===== config.mk =====
export PLATFORM = sky130hd
export DESIGN_NAME = sync_ram_dp
export DESIGN_NICKNAME = d
export VERILOG_FILES = /design/src/rtl/sync_ram_pkg.sv /design/src/rtl/sync_ram_rd_pipe.sv /design/src/rtl/sync_ram_dp.sv
export SDC_FILE = /design/constraint.sdc
export NUM_CORES = 1
export LEC_CHECK = 0
export CAP_MARGIN = 5
export CORE_MARGIN = 2
export CORE_UTILIZATION = 50
export DETAILED_ROUTE_END_ITERATION = 16
export PLACE_DENSITY_LB_ADDON = 0.3
export SYNTH_ARGS = -nofsm -noshare
export SYNTH_HDL_FRONTEND = slang
export SYNTH_SLANG_ARGS = --single-unit

===== constraint.sdc =====
create_clock -name clk -period 7.5 [get_ports clk]
set_input_delay 0.75 -clock clk [delete_from_list [all_inputs] [get_ports clk]]
set_output_delay 0.75 -clock clk [all_outputs]
set_load 0.02 [all_outputs]

===== src/rtl/sync_ram_pkg.sv =====
`default_nettype none
// ============================================================================
//  Module   : sync_ram_pkg
//  Purpose  : Shared types, constants and the byte-merge helper used by the
//             sync_ram_dp family.
//  Contents : ram_state_e          - INIT (zero-fill sweep) / RUN
//             RD_LAT_MIN/RD_LAT_MAX - legal read latency range
//             be_merge()            - byte-enable merge of two words
//  Revision : 1.0 - initial release
// ============================================================================
package sync_ram_pkg;

    typedef enum logic [0:0] {
        INIT = 1'b0,
        RUN  = 1'b1
    } ram_state_e;

    localparam int RD_LAT_MIN = 1;
    localparam int RD_LAT_MAX = 2;

    // be_merge works on a fixed maximum width so that it can live in the
    // package; callers zero-extend their words in and truncate the result out.
    localparam int BE_MAX_DATA_WIDTH = 1024;
    localparam int BE_MAX_BYTES      = BE_MAX_DATA_WIDTH / 8;

    // Returns old_word with every byte whose enable bit is set replaced by the
    // corresponding byte of new_word.
    function automatic logic [BE_MAX_DATA_WIDTH-1:0] be_merge(
        input logic [BE_MAX_DATA_WIDTH-1:0] old_word,
        input logic [BE_MAX_DATA_WIDTH-1:0] new_word,
        input logic [BE_MAX_BYTES-1:0]      be
    );
        logic [BE_MAX_DATA_WIDTH-1:0] merged;
        merged = old_word;
        for (int i = 0; i < BE_MAX_BYTES; i++) begin
            if (be[i]) begin
                merged[8*i +: 8] = new_word[8*i +: 8];
            end
        end
        return merged;
    endfunction

endpackage
`default_nettype wire


===== src/rtl/sync_ram_rd_pipe.sv =====
`default_nettype none
// ============================================================================
//  Module   : sync_ram_rd_pipe
//  Purpose  : Registered delay line for read data plus its valid flag.
//             Data registers only load when the incoming valid is set, so the
//             output word holds its value between reads.
//  Ports    : clk       in   clock
//             rst_n     in   asynchronous reset, active-low
//             data_i    in   read data entering the line
//             valid_i   in   valid flag entering the line
//             data_o    out  delayed read data
//             valid_o   out  delayed valid flag
//  Revision : 1.0 - initial release
// ============================================================================
module sync_ram_rd_pipe #(
    parameter int DATA_WIDTH = 32,
    parameter int STAGES     = 1
) (
    input  logic                  clk,
    input  logic                  rst_n,
    input  logic [DATA_WIDTH-1:0] data_i,
    input  logic                  valid_i,
    output logic [DATA_WIDTH-1:0] data_o,
    output logic                  valid_o
);

    generate
        if (STAGES < 1) begin : g_bad_stages
            $error("sync_ram_rd_pipe: STAGES must be at least 1");
        end
    endgenerate

    logic [DATA_WIDTH-1:0] data_q [STAGES];
    logic [STAGES-1:0]     valid_q;

    always_ff @(posedge clk or negedge rst_n) begin
        if (!rst_n) begin
            for (int s = 0; s < STAGES; s++) begin
                data_q[s] <= '0;
            end
            valid_q <= '0;
        end else begin
            valid_q[0] <= valid_i;
            if (valid_i) begin
                data_q[0] <= data_i;
            end
            for (int s = 1; s < STAGES; s++) begin
                valid_q[s] <= valid_q[s-1];
                if (valid_q[s-1]) begin
                    data_q[s] <= data_q[s-1];
                end
            end
        end
    end

    assign data_o  = data_q[STAGES-1];
    assign valid_o = valid_q[STAGES-1];

endmodule
`default_nettype wire


===== src/rtl/sync_ram_dp.sv =====
`default_nettype none
// ============================================================================
//  Module   : sync_ram_dp
//  Purpose  : Simple dual-port synchronous RAM (one write port, one read
//             port, single clock) with per-byte write enables, read latency
//             of 1 or 2, selectable read-during-write behaviour and an
//             optional zero-fill sweep after reset.
//  Ports    : clk         in   clock, all state changes on the rising edge
//             rst_n       in   asynchronous reset, active-low
//             we          in   write request
//             wr_addr     in   write address
//             write_data  in   write data
//             wr_be       in   byte enables (bit i -> write_data[8i+7:8i])
//             re          in   read request
//             rd_addr     in   read address
//             read_data   out  read data, holds between reads
//             rd_valid    out  one-cycle pulse per completed read
//             init_busy   out  high while the zero-fill sweep runs
//  Revision : 1.0 - initial release
// ============================================================================
module sync_ram_dp
    import sync_ram_pkg::*;
#(
    parameter int DATA_WIDTH     = 32,
    parameter int ADDR_WIDTH     = 4,
    parameter int RD_LATENCY     = 1,
    parameter int RDW_MODE       = 0,
    parameter int CLEAR_ON_RESET = 1
) (
    input  logic                    clk,
    input  logic                    rst_n,
    input  logic                    we,
    input  logic [ADDR_WIDTH-1:0]   wr_addr,
    input  logic [DATA_WIDTH-1:0]   write_data,
    input  logic [DATA_WIDTH/8-1:0] wr_be,
    input  logic                    re,
    input  logic [ADDR_WIDTH-1:0]   rd_addr,
    output logic [DATA_WIDTH-1:0]   read_data,
    output logic                    rd_valid,
    output logic                    init_busy
);

    localparam int                    DEPTH     = 2 ** ADDR_WIDTH;
    localparam int                    BE_WIDTH  = DATA_WIDTH / 8;
    localparam logic [ADDR_WIDTH-1:0] LAST_ADDR = '1;
    localparam ram_state_e            RESET_STATE = (CLEAR_ON_RESET != 0) ? INIT : RUN;

    // ------------------------------------------------------------------
    // Elaboration-time parameter checks
    // ------------------------------------------------------------------
    generate
        if (RD_LATENCY < RD_LAT_MIN || RD_LATENCY > RD_LAT_MAX) begin : g_bad_rd_latency
            $error("sync_ram_dp: RD_LATENCY must be 1 or 2");
        end
        if ((DATA_WIDTH % 8) != 0 || DATA_WIDTH < 8) begin : g_bad_data_width
            $error("sync_ram_dp: DATA_WIDTH must be a non-zero multiple of 8");
        end
        if (DATA_WIDTH > BE_MAX_DATA_WIDTH) begin : g_too_wide
            $error("sync_ram_dp: DATA_WIDTH exceeds the be_merge maximum width");
        end
        if (RDW_MODE != 0 && RDW_MODE != 1) begin : g_bad_rdw_mode
            $error("sync_ram_dp: RDW_MODE must be 0 or 1");
        end
    endgenerate

    // ------------------------------------------------------------------
    // Storage (never reset; the sweep provides the defined contents)
    // ------------------------------------------------------------------
    logic [DATA_WIDTH-1:0] mem_q [DEPTH];

    // ------------------------------------------------------------------
    // Zero-fill FSM
    // ------------------------------------------------------------------
    ram_state_e            state_q;
    ram_state_e            state_d;
    logic [ADDR_WIDTH-1:0] sweep_q;
    logic [ADDR_WIDTH-1:0] sweep_d;

    always_comb begin
        state_d = state_q;
        sweep_d = sweep_q;
        if (state_q == INIT) begin
            sweep_d = sweep_q + ADDR_WIDTH'(1);
            if (sweep_q == LAST_ADDR) begin
                state_d = RUN;
                sweep_d = '0;
            end
        end
    end

    always_ff @(posedge clk or negedge rst_n) begin
        if (!rst_n) begin
            state_q <= RESET_STATE;
            sweep_q <= '0;
        end else begin
            state_q <= state_d;
            sweep_q <= sweep_d;
        end
    end

    assign init_busy = (state_q == INIT);

    // ------------------------------------------------------------------
    // Write port
    // ------------------------------------------------------------------
    logic                  run_w;
    logic [DATA_WIDTH-1:0] wr_merged;
    logic                  mem_we;
    logic [ADDR_WIDTH-1:0] mem_waddr;
    logic [DATA_WIDTH-1:0] mem_wdata;

    assign run_w = (state_q == RUN);

    // Stored word at the write address with the enabled bytes replaced. Also
    // the write-through value for a same-address read in RDW_MODE 1.
    assign wr_merged = DATA_WIDTH'(be_merge(BE_MAX_DATA_WIDTH'(mem_q[wr_addr]),
                                            BE_MAX_DATA_WIDTH'(write_data),
                                            BE_MAX_BYTES'(wr_be)));

    always_comb begin
        mem_we    = 1'b0;
        mem_waddr = wr_addr;
        mem_wdata = wr_merged;
        if (state_q == INIT) begin
            // Sweep owns the write port; user writes are dropped.
            mem_we    = 1'b1;
            mem_waddr = sweep_q;
            mem_wdata = '0;
        end else if (we) begin
            mem_we = 1'b1;
        end
    end

    always_ff @(posedge clk) begin
        if (mem_we) begin
            mem_q[mem_waddr] <= mem_wdata;
        end
    end

    // ------------------------------------------------------------------
    // Read port, first register stage
    // ------------------------------------------------------------------
    logic                  rd_accept;
    logic                  rd_collide;
    logic [DATA_WIDTH-1:0] rd_word;
    logic [DATA_WIDTH-1:0] rd_data_q;
    logic                  rd_valid_q;

    assign rd_accept  = run_w && re;
    assign rd_collide = rd_accept && we && (wr_addr == rd_addr);

    always_comb begin
        rd_word = mem_q[rd_addr];
        if (RDW_MODE == 1 && rd_collide) begin
            rd_word = wr_merged;
        end
    end

    always_ff @(posedge clk or negedge rst_n) begin
        if (!rst_n) begin
            rd_data_q  <= '0;
            rd_valid_q <= 1'b0;
        end else begin
            rd_valid_q <= rd_accept;
            // Only load on a read so the word holds between reads.
            if (rd_accept) begin
                rd_data_q <= rd_word;
            end
        end
    end

    // ------------------------------------------------------------------
    // Optional extra latency
    // ------------------------------------------------------------------
    generate
        if (RD_LATENCY > RD_LAT_MIN) begin : g_rd_pipe
            sync_ram_rd_pipe #(
                .DATA_WIDTH (DATA_WIDTH),
                .STAGES     (RD_LATENCY - 1)
            ) u_rd_pipe (
                .clk     (clk),
                .rst_n   (rst_n),
                .data_i  (rd_data_q),
                .valid_i (rd_valid_q),
                .data_o  (read_data),
                .valid_o (rd_valid)
            );
        end else begin : g_rd_direct
            assign read_data = rd_data_q;
            assign rd_valid  = rd_valid_q;
        end
    endgenerate

endmodule
`default_nettype wire


==> flow_summary.ini, run 1 <==
[status]
status = complete, no violations

[clock_network]
clk_pin_slew_ps = 60
cts_sinks = 550
cts_resized = 0
cts_inserted_buffers = 58
h-tree-depth = 2
post-cts-setup-buffers = 0
clock-root-buffer = clkbuf_16
clockBufferDepth = 3
cts-hold-fix-buffers = 0
cts_tree = built
clock_latency_ps = 610

[routing]
drc = 0
vias = 16900
wire_per_inst_um = 27.1
drt_wl_total_um = 71600
drt_iter0_drc = 1747
ant_nets = 0
via_per_inst = 6.40
first_pass_iters = 6

[power_and_ir_drop]
irDropWorstVdd_uv = 197
p_sw_w = 0.00162
p_seq_share_pct = 51.4
p_clk_share_pct = 39.0
pwr_density_cell_nw_per_um2 = 236
switching_share_pct = 23.7
internal_power_w = 0.00521
p_leak_nw = 10.7
combPwrFrac_pct = 9.6

[sta]
hold_violations = 0
fmax_mhz = 278
fin_skew_ps = 16.4
fin_tns_setup_ps = 0
grt_setup_unrepaired = false
worstMarginPinSlew_ps = 1210
period_needed_ps = 3600
finalMaxSlewViolations = 0
slew_headroom_pct = 19.2
setup_viol = 0
fin_crit_sh_pct = 48.0

[die]
rows = 83
die_y_um = 232
io_pins = 82
initial_core_util_pct = 50.7
core_area_sq_um = 51400
die_width_um = 232
die_area_sq_um = 54000

[logic_synthesis]
synth_seq_cells = 550
synth_top_area_share_pct = 59.0
syn_nets = 1929
ys_types = 38
synth_top_family_by_area = multiplexers
synth-simple-area-share_pct = 7.74
syn_area_sq_um = 26100
yosysTopAreaCell = edfxtp_1
muxShareOfSynthArea_pct = 19.7
syn_inst = 1880
synth_area_leaders = edfxtp_1 59%, mux2i_1 20%, a22oi_1 4.6%
synth-adder-area-share_pct = 0.0480
ys_warn_count = 0
synth-compound-area-share_pct = 6.14
synth.avg_cell_area_sq_um = 13.9
synth-xor-area-share_pct = 0.0336
seq_area_frac_synth_pct = 62.6

[grt]
grt_use_total_pct = 26.5
grt_overflow = 0
grt_pass1_vias = 16900
grt_pass1_wl_um = 105000
antenna_found_initial = 1
grt_max_degree = 129

[setup_path]
critPathLaunchType = input pin
path_cells = buf_8 -> buf_12 -> buf_4 -> mux2i_1 -> a22oi_1 -> nand3_1 -> nand3_1
worst_path_most_repeated_cell = nand3_1
r2r-end = mem_q[10][30]
crit_path_start = wr_addr[2]
criticalPathCategory = input pin to register
r2r-start = run_w
cp.arrival_ps = 3780
max_stage_delay_ps = 820
crit_path_end = mem_q[6][26]
cp_max_fo = 128
reg2reg_setup_slack_ps = 4200
end_kind = register
cp_slowest_cell = buf_4
required_ps = 7670
rr_worst_depth = 3

[min_path]
hold_path_class = input pin to asynchronous set/reset pin

[layout]
seq_area_sq_um = 16300
fill_cells = 4089
drive_above_1_share_pct = 7.17
instances_no_fill = 2646
final_nets = 1968
areaGrowthSynthToFinish_pct = 11.1
antenna_cells = 0
multi_input_area_sq_um = 8940

[run]
max-cap-violations = 0

[placement]
dp.cells = 2539
hpwl_um = 37200
gp_congestion = 0.824
port_buffers = 81
==> worst max-delay path: cells and delay by family <==
kind / cells / cell delay (ps)
buffers and inverters: 3 / 1790
AND/OR/NAND/NOR: 2 / 580
multiplexers: 1 / 260
AO/OA/AOI/OAI: 1 / 120
==> Yosys cell counts <==
cell type and number:
edfxtp_1 512, mux2i_1 512, nand2_1 197, nand3_1 162, a22oi_1 160, a21oi_1 67
buf_2 54, dfrtp_1 38, nand4_1 32, buf_4 26, nor2_1 24, buf_6 19
clkbuf_1 16, buf_1 7, buf_8 7, and2_1 6, nor2b_1 5, nand3b_1 4
or3b_1 4, a31oi_1 3, buf_12 3, a32oi_1 2, clkbuf_2 2, inv_1 2
nor2_2 2, nor3_1 2, and3_1 1, clkbuf_4 1, ha_1 1, inv_2 1
mux2_1 1, nand2_2 1, nand2b_1 1, o21ai_0 1, o21ai_1 1, o31ai_1 1
o32a_1 1, xnor2_1 1
==> final cells by class <==
type                            instances  area share, %
Sequential cell                       550           56.4
Multi-Input combinational cell       1192           30.9
Clock buffer                           76           5.32
Timing Repair Buffer                  114           3.76
Tap cell                              680           2.94
Clock inverter                         31          0.696
Inverter                                3         0.0389
==> layout by cell type (no fill, tap or decap), types with 2 or more instances in the layout <==
cell / count
a21oi_1: 67
a22oi_1: 160
a31oi_1: 3
a32oi_1: 2
and2_1: 4
and2_2: 2
buf_12: 2
buf_4: 31
buf_8: 2
bufinv_16: 2
clkbuf_1: 17
clkbuf_16: 59
clkdlybuf4s50_1: 78
clkinv_1: 13
clkinv_2: 12
clkinvlp_4: 2
dfrtp_1: 38
edfxtp_1: 512
inv_1: 2
mux2i_1: 512
nand2_1: 197
nand3_1: 162
nand3b_1: 4
nand4_1: 32
nor2_1: 7
nor2_4: 19
nor2b_4: 4
nor3_1: 2
or3b_1: 4
==> worst min path at each step <==
stage / from / endpoint / slack, ps / cells past startpoint
after floorplan: rst_n / rd_valid / 450 / 0
after global placement: read_data[10] / read_data[10] / 470 / 2
after detailed placement: read_data[5] / read_data[5] / 470 / 2
after CTS: rst_n / rd_valid / 320 / 2
after global routing: rst_n / read_data[11] / 340 / 2
final: rst_n / rd_valid / 330 / 2
==> state kept, by name, indices dropped and copies added (netlist names) <==
name,count
mem_q,512
read_data,32
sweep_q,4
rd_valid,1
run_w,1
==> routing by layer <==
layer	share of wire, %	track usage [%]
met1	41	36.2
met2	47	43.1
met3	7.9	4.16
met4	3.3	9.74
met5	0.015	0
==> kinds of logic (layout without fill, tap and decap cells) <==
logic type	count (synthesis)	count (layout)
buf+inv	138	224
fa+ha+maj	1	1
compound gates	236	236
mux	513	513
xor+xnor	1	1
flops	550	550
simple gates	441	441
==> through the flow <==
stage	worst slack, ps	cell area [sq um]	util, %	hold WS, ps	power (W)
after global placement	3530	27200	53.0	466	0.00421
after CTS	4020	29000	56.3	321	0.00686
after floorplan	4260	26100	-	454	0.00399
final	3900	29000	56.3	325	0.00683
after detailed placement	3390	27200	53.0	471	0.00422
after global routing	3780	29000	56.3	343	0.00704
==> power groups by stage <==
stage               clock network (W)  registers (W)  logic [W]
global route                  0.00283        0.00352   0.000697
finish                        0.00266        0.00351   0.000656
floorplan                           0        0.00359   0.000400
CTS                           0.00270        0.00351   0.000648
detailed placement                  0        0.00357   0.000647
global placement                    0        0.00357   0.000635
(Power assumes the default switching activity.)
==> run 2: changes to the inputs <==
==> constraint.sdc (replaced) <==
create_clock -name clk -period 3.75 [get_ports clk]
set_input_delay 0.375 -clock clk [delete_from_list [all_inputs] [get_ports clk]]
set_output_delay 0.375 -clock clk [all_outputs]
set_load 0.02 [all_outputs]
==> flow_summary.ini, run 2 (synthesized netlist as in run 1, its figures left out) <==
[status]
status = complete, no violations

[sta]
grt_setup_unrepaired = false
worstMarginPinSlew_ps = 1090
fmax_mhz = 362
slew_headroom_pct = 27.5
fin_skew_ps = 19.3
fin_tns_setup_ps = 0
finalMaxSlewViolations = 0
fin_crit_sh_pct = 73.7
hold_violations = 0
setup_viol = 0
setup_ws_ps = 986
period_needed_ps = 2760

[setup_path]
cp_slowest_cell = nor2_4
critPathLaunchType = register
worst_path_most_repeated_cell = buf_4
end_kind = register
cp_max_fo = 22
max_stage_delay_ps = 930
criticalPathCategory = register to register
cpLargestDelayFamily = simple AND/OR/NAND/NOR gates
required_ps = 4070
path_cells = buf_4 -> a32oi_1 -> nor2_4 -> buf_4
cp.arrival_ps = 3090
cp.buffers_inverters = 2

[placement]
hpwl_um = 38700
dpl_worst_slack_ps = 696
gp_congestion = 0.807
port_buffers = 81
dp.cells = 2551

[layout]
instances_no_fill = 2658
fin_util_pct = 57.4
regMostFlops = mem_q
seq_area_sq_um = 16300
multi_input_area_sq_um = 8940
final_nets = 1979
drive_above_1_share_pct = 8.04
fill_cells = 4072
largest_reg_flops = 512
final_cell_mix = 512 x mux2i_1, 512 x edfxtp_1, 197 x nand2_1
antenna_cells = 0
areaGrowthSynthToFinish_pct = 13.2

[grt]
grt_use_total_pct = 27.1
grt_pass1_vias = 17200
antenna_found_initial = 0
grt_pass1_wl_um = 107000
grt_max_degree = 135
grt_overflow = 0

[die]
io_pins = 82
die_y_um = 232
die_area_sq_um = 54000
core_area_sq_um = 51400
die_width_um = 232
initial_core_util_pct = 50.7
rows = 83

[clock_network]
clk_pin_slew_ps = 60
cts_inserted_buffers = 56
h-tree-depth = 2
clock_latency_ps = 620
clockBufferDepth = 3
cts_sinks = 550
cts_tree = built
clock-root-buffer = clkbuf_16

[power_and_ir_drop]
pwr_density_cell_nw_per_um2 = 479
irDropWorstVdd_uv = 413
finalPower_w = 0.0141
p_leak_nw = 11.0

[run]
max-cap-violations = 0

[routing]
drt_iter0_drc = 1797
via_per_inst = 6.42
wire_per_inst_um = 27.5
drc = 0
ant_nets = 0
drt_wl_total_um = 73000
first_pass_iters = 8
vias = 17100

[min_path]
hold_path_class = input pin to asynchronous set/reset pin
## run 2: layer usage
metal | part of all wire, % | up-vias | track usage [%]
met3 | 9.1 | 216 | 4.56
met5 | 0 | - | 0
li1 | - | 7385 | -
met4 | 4.6 | 0 | 13.3
met2 | 47 | 936 | 43.8
met1 | 39 | 8530 | 35.6
## run 2: cell type report
class | instances | share of cell area [%]
Clock buffer | 79 | 5.43
Clock inverter | 27 | 1.07
Inverter | 3 | 0.0382
Multi-Input combinational cell | 1192 | 30.3
Sequential cell | 550 | 55.4
Tap cell | 680 | 2.89
Timing Repair Buffer | 127 | 4.88
## run 2: where the power goes
group	total (W)	internal (W)	switching [W]
clock network	0.00575	0.00344	0.00230
logic	0.00136	0.000482	0.000874
registers	0.00702	0.00695	0.0000737
total	0.0141	0.0109	0.00325
## run 2: metrics by stage
step / instance area, sq um / hold slack (ps)
floorplan: 26100 / 79.4
global placement: 27600 / 463
detailed placement: 27600 / 469
CTS: 29500 / 419
global route: 29500 / 456
finish: 29500 / 418
## run 2: final timing paths
| path | from | to | slack (ps) | cells after the start |
|---|---|---|---|---|
| max in group asynchronous | rst_n | read_data[27] | 2350 | 3 |
| min | rst_n | rd_valid | 420 | 2 |
| max reg2reg | run_w | mem_q[14][9] | 990 | 4 |
| min in group clk | read_data[6] | read_data[6] | 480 | 2 |
| min reg2reg | read_data[6] | read_data[6] | 480 | 2 |
| max | run_w | mem_q[14][9] | 990 | 4 |
## run 2: what timing repair did
item / 4_1_cts / 5_1_grt
hold buffers: 1 / 0
buffers inserted: 0 / 0
hold endpoints to repair: 20 / 0
resized for setup: 0 / 0
